File: src/rtl/ram_dp_param.sv
// Simple-dual-port synchronous RAM with one write port and one read port.
// Adds byte enables, a 1- or 2-cycle read latency and a read/write collision mode.
// Out-of-range addresses are flagged. A per-word written bitmap makes
// never-written words read as zero without clearing the array itself.
module ram_dp_param #(
    parameter int unsigned DATA_WIDTH = 16,
    parameter int unsigned ADDR_WIDTH = 4,
    parameter int unsigned DEPTH      = 16,
    parameter int unsigned RD_LATENCY = 1,
    parameter int unsigned RW_MODE    = 0
) (
    input  logic                    clk,
    input  logic                    reset,
    input  logic                    write_enb,
    input  logic [ADDR_WIDTH-1:0]   wr_address,
    input  logic [DATA_WIDTH-1:0]   data_in,
    input  logic [DATA_WIDTH/8-1:0] byte_enb,
    input  logic                    read_enb,
    input  logic [ADDR_WIDTH-1:0]   rd_address,
    output logic [DATA_WIDTH-1:0]   data_out,
    output logic                    data_valid,
    output logic                    rd_err,
    output logic                    wr_err
);

    localparam int unsigned NumBytes = DATA_WIDTH / 8;
    localparam int unsigned IdxW     = (DEPTH > 1) ? $clog2(DEPTH) : 1;
    localparam logic [ADDR_WIDTH:0] DepthLim = (ADDR_WIDTH + 1)'(DEPTH);

    logic [DATA_WIDTH-1:0] mem_q [DEPTH];
    logic [DEPTH-1:0]      wbit_q;

    logic                  wr_in_range, rd_in_range, wr_ok, collide;
    logic [IdxW-1:0]       wr_idx, rd_idx;
    logic [DATA_WIDTH-1:0] wr_old, wr_merged, rd_word;

    // Values presented to the output register stage
    logic                  o_valid_d, o_err_d;
    logic [DATA_WIDTH-1:0] o_data_d;

    logic                  data_valid_q, rd_err_q, wr_err_q;
    logic [DATA_WIDTH-1:0] data_out_q;

    assign wr_in_range = ({1'b0, wr_address} < DepthLim);
    assign rd_in_range = ({1'b0, rd_address} < DepthLim);
    assign wr_idx      = wr_address[IdxW-1:0];
    assign rd_idx      = rd_address[IdxW-1:0];
    assign wr_ok       = write_enb & wr_in_range;
    assign collide     = wr_ok & rd_in_range & (wr_address == rd_address);

    // Merge write data into the current word; unwritten words start from zero
    always_comb begin
        wr_old    = wbit_q[wr_idx] ? mem_q[wr_idx] : '0;
        wr_merged = wr_old;
        for (int i = 0; i < NumBytes; i++) begin
            if (byte_enb[i]) begin
                wr_merged[8*i +: 8] = data_in[8*i +: 8];
            end
        end
    end

    // Read data selection, including collision forwarding in write-first mode
    always_comb begin
        rd_word = '0;
        if (rd_in_range) begin
            if ((RW_MODE == 1) && collide) begin
                rd_word = wr_merged;
            end else if (wbit_q[rd_idx]) begin
                rd_word = mem_q[rd_idx];
            end
        end
    end

    // Array storage is never reset; wbit_q masks stale contents instead
    always_ff @(posedge clk) begin
        if (!reset && wr_ok) begin
            mem_q[wr_idx] <= wr_merged;
        end
    end

    // Written bitmap, cleared by reset
    always_ff @(posedge clk or posedge reset) begin
        if (reset) begin
            wbit_q <= '0;
        end else if (wr_ok) begin
            wbit_q[wr_idx] <= 1'b1;
        end
    end

    if (RD_LATENCY == 2) begin : g_lat2
        logic                  p_valid_q, p_err_q;
        logic [DATA_WIDTH-1:0] p_data_q;

        // Extra read pipeline stage for the 2-cycle latency configuration
        always_ff @(posedge clk or posedge reset) begin
            if (reset) begin
                p_valid_q <= 1'b0;
                p_err_q   <= 1'b0;
                p_data_q  <= '0;
            end else begin
                p_valid_q <= read_enb;
                p_err_q   <= read_enb & ~rd_in_range;
                p_data_q  <= rd_word;
            end
        end

        assign o_valid_d = p_valid_q;
        assign o_err_d   = p_err_q;
        assign o_data_d  = p_data_q;
    end else begin : g_lat1
        assign o_valid_d = read_enb;
        assign o_err_d   = read_enb & ~rd_in_range;
        assign o_data_d  = rd_word;
    end

    // Output registers; data_out only changes when a read result arrives
    always_ff @(posedge clk or posedge reset) begin
        if (reset) begin
            data_out_q   <= '0;
            data_valid_q <= 1'b0;
            rd_err_q     <= 1'b0;
            wr_err_q     <= 1'b0;
        end else begin
            data_valid_q <= o_valid_d;
            rd_err_q     <= o_err_d;
            wr_err_q     <= write_enb & ~wr_in_range;
            if (o_valid_d) begin
                data_out_q <= o_data_d;
            end
        end
    end

    assign data_out   = data_out_q;
    assign data_valid = data_valid_q;
    assign rd_err     = rd_err_q;
    assign wr_err     = wr_err_q;

endmodule

File: config.mk
export PLATFORM = sky130hd
export DESIGN_NAME = ram_dp_param
export DESIGN_NICKNAME = d
export VERILOG_FILES = /design/src/rtl/ram_dp_param.sv
export SDC_FILE = /design/constraint.sdc
export NUM_CORES = 1
export LEC_CHECK = 0
export CAP_MARGIN = 20
export CORE_UTILIZATION = 60
export CTS_BUF_LIST = sky130_fd_sc_hd__clkbuf_4 sky130_fd_sc_hd__clkbuf_8 sky130_fd_sc_hd__clkbuf_16
export CTS_CLUSTER_DIAMETER = 150
export DETAILED_ROUTE_END_ITERATION = 6
export GPL_TIMING_DRIVEN = 0
export PLACE_DENSITY = 0.86
export SYNTH_ARGS = -nofsm -noshare
export SYNTH_HDL_FRONTEND = slang
export SYNTH_SLANG_ARGS = --single-unit
export TNS_END_PERCENT = 10
File: constraint.sdc
create_clock -name clk -period 1.97 [get_ports clk]
set_input_delay 0.591 -clock clk [delete_from_list [all_inputs] [get_ports clk]]
set_output_delay 0.591 -clock clk [all_outputs]
set_load 0.03 [all_outputs]
==> metrics.txt <==
clock power share 37.1%; PwrDens 947 nW/um^2; largest area contributor in the netlist edfxtp_1; # rows 50; dominant synthesized flop cell edfxtp_1; mapped cell area roughly 11,000 sq um; count leader, synth edfxtp_1; Synth Warn # 0; Port Buffer Count 42; drt wl/cell 28.3 um; Fin Clk Skew 0.00980 ns; drt initial violations 711; status complete, but fails checks; top cells by count, synth edfxtp_1 (256), mux4_2 (61), nor2_1 (36), dfrtp_1 (33), a22oi_1 (32); DIE AREA slightly below 20,000 sq um; Comb pwr share 8.9%; Worst Path Arrival 2.17 ns; Initial Util between 60% and 70%; slowest CP cell clkdlybuf4s50_1; area occupied by multi-input gates between 3000 and 4000 sq um; Slew HR 43.6%; CTS sink count ~290; utilization after layout around 72%; share of layout cells above drive strength 1 29.3%; first-pass GRT wire length 38,800 um; number of flops mapped to enable cells by yosys 256; Hold-fix buffers, CTS 0; initial antenna violation count 0; Final min period 1.97 ns; RePlAce Congestion 0.844; Max Cap Violations 0; Via Count a little over 6,000; switching power share of the total a little under a quarter; Storage cell area around 8500 sq um; Core Footprint 18,700 sq um; post-route cell area between 10,000 and 15,000 sq um; Setup crit end kind register; CP required 2.16 ns; Syn Inst Count 577; largest stage delay on the critical path 0.61 ns; setup violators final 1; TritonRoute pass-1 iters 5; Max Slew Vio Count 0; post-synth cell types 33; total gr overflow 0; Hold Path Depth 1; DRC 0; worst r2r src wbit_q[15]; Leakage 0.00463 uW; final WL 25,700 um; CTS HTree Levels 1; gr usage total around 28%; Layout Nets 688; ratio of final minimum period to clock period 100%; DP Wirelength 16,200 um; worst hold slack between 0.4 and 0.5 ns; internal cell power 9870 uW; Via density around 6.8; Worst R2R Setup Slack about 0.08 ns; R2R cell count 4; worst slew pin tran roughly 0.85 ns; vias in the first global route about 6,300; largest net degree at the start of global routing 19; hold path startpoint wbit_q[0]; fillers slightly below 1,000; Crit Path Class input port to register; VDD IR-drop max 0.853 mV; RSZ-0062 raised after global routing true; Synth Register Bits 289; dpl cell area 12,500 sq um; # IOs 49; Die X 140 um; DRT antenna net count 0; total CTS buffers 27; Worst setup SP type input port; CP max FO 8; setup ws final -0.00365 ns; sequential share of the synthesized area 74.5%; CTS root buf clkbuf_16; Hold Vio Cnt, Final 0; top cells by area, synth edfxtp_1 (67%), mux4_2 (12%), dfrtp_1 (7.2%), a22oi_1 (2.1%), mux4_1 (1.4%); worst hold path class register to register; violated checks negative setup slack; Area Overhead vs Synth 17.9%; Synth top area share 67.3%; TritonCTS clock tree built; Sequential Power Share 54.0%; Mapped Avg Cell Area 19.8 sq um; worst hold endpoint wbit_q[0]; fraction of registers with async set/reset between 10% and 20%; Clock transition at path regs 0.06 ns; Die H 140 um; reg2reg end mem_q[12][2]; fmax 507 MHz; diode count 0; Worst-Skew Late Latency 0.53 ns; Max Root-Sink Buffers 3; Net Sw Power 2900 uW; worst-path cell chain clkdlybuf4s50_1 -> nor2_1 -> o21ai_2 -> nor2_4; Final TNS setup -0.00365 ns; Setup WS pre-CTS -0.858 ns
==> sequential cells by signal, summed over array words and instances, names as in the netlist <==
register and count:
wbit_q 16, data_out 16, mem_q 256, data_valid 1
==> worst max-delay path, delay by kind of cell <==
kind            cells  cell delay, ns
buf+inv             1            0.61
compound gates      1            0.23
simple gates        2            0.72
==> routing by layer <==
metal,vias to the layer above,global-route usage (%),wire [um]
met3,68,3.73,2410
met4,0,10.7,848
met1,3176,37.8,9480
met2,398,45.6,13000
li1,2522,-,-
met5,-,0,0
==> layout by cell type, fill, tap and decap left out, types with 2 or more instances in the layout <==
master / instances
conb_1: 2
clkbuf_2: 10
nor2_4: 32
clkinv_1: 8
buf_6: 5
clkbuf_4: 13
nand2_1: 23
clkbuf_16: 27
mux2i_1: 5
a31o_2: 3
dfrtp_1: 33
mux4_2: 61
clkbuf_1: 2
buf_2: 2
and2_1: 17
a22o_1: 16
buf_1: 2
mux4_1: 6
nand3_4: 3
nor2b_4: 2
nand2b_1: 6
o21ai_1: 2
clkdlybuf4s50_1: 21
nor2b_1: 4
a22oi_1: 31
buf_12: 8
edfxtp_1: 256
mux2_2: 3
nand3_1: 2
dlygate4sd2_1: 19
o21ai_4: 3
o21bai_1: 12
nor2_1: 3
o21ai_2: 4
buf_4: 8
clkinv_2: 3
==> cells by family after synthesis <==
logic type / count (synthesis) / share of synthesized area [%]
mux: 76 / 14.2
simple gates: 99 / 4.12
flops: 289 / 74.5
other cells: 1 / 0.0328
compound gates: 75 / 5.08
buf+inv: 37 / 2.04
==> area by class of cell <==
type,count,area share (%)
Multi-Input combinational cell,252,22.6
Timing Repair Buffer,51,4.04
Clock buffer,34,5.40
Buffer,35,2.10
Inverter,2,0.0557
Sequential cell,289,63.2
Clock inverter,13,0.473
Tap cell,234,2.17
==> stage by stage <==
stage,cells,total power [uW]
after floorplan,578,7720
after detailed placement,855,8130
after CTS,910,12800
after global routing,910,13100
final,910,12800
after global placement,854,8070
==> worst max path at each step <==
stage | from | end | slack, ns | depth (start not counted)
floorplan | rd_address[2] | data_out[15] | -0.10 | 6
global placement | wr_address[0] | mem_q[0][5] | -0.80 | 6
detailed placement | wr_address[0] | mem_q[11][2] | -0.86 | 6
CTS | rd_address[2] | data_out[15] | 0.001 | 7
global route | wr_address[0] | mem_q[1][5] | -0.06 | 6
finish | wr_address[3] | mem_q[1][5] | -0.004 | 4
==> power by group through the flow <==
stage                     clock [uW]  sequential (uW)  combinational [uW]
after floorplan                    0             7090                 632
after global placement             0             7010                1060
after detailed placement           0             7020                1110
after CTS                       4740             6890                1120
after global routing            4970             6900                1190
final                           4730             6890                1140
==> repair_timing <==
action	CTS	global route
setup buffers	8	0
resized for setup	43	14
setup endpoints to repair	369	300
pin swaps	9	3
No activity file was read; power rests on OpenSTA's default activity.
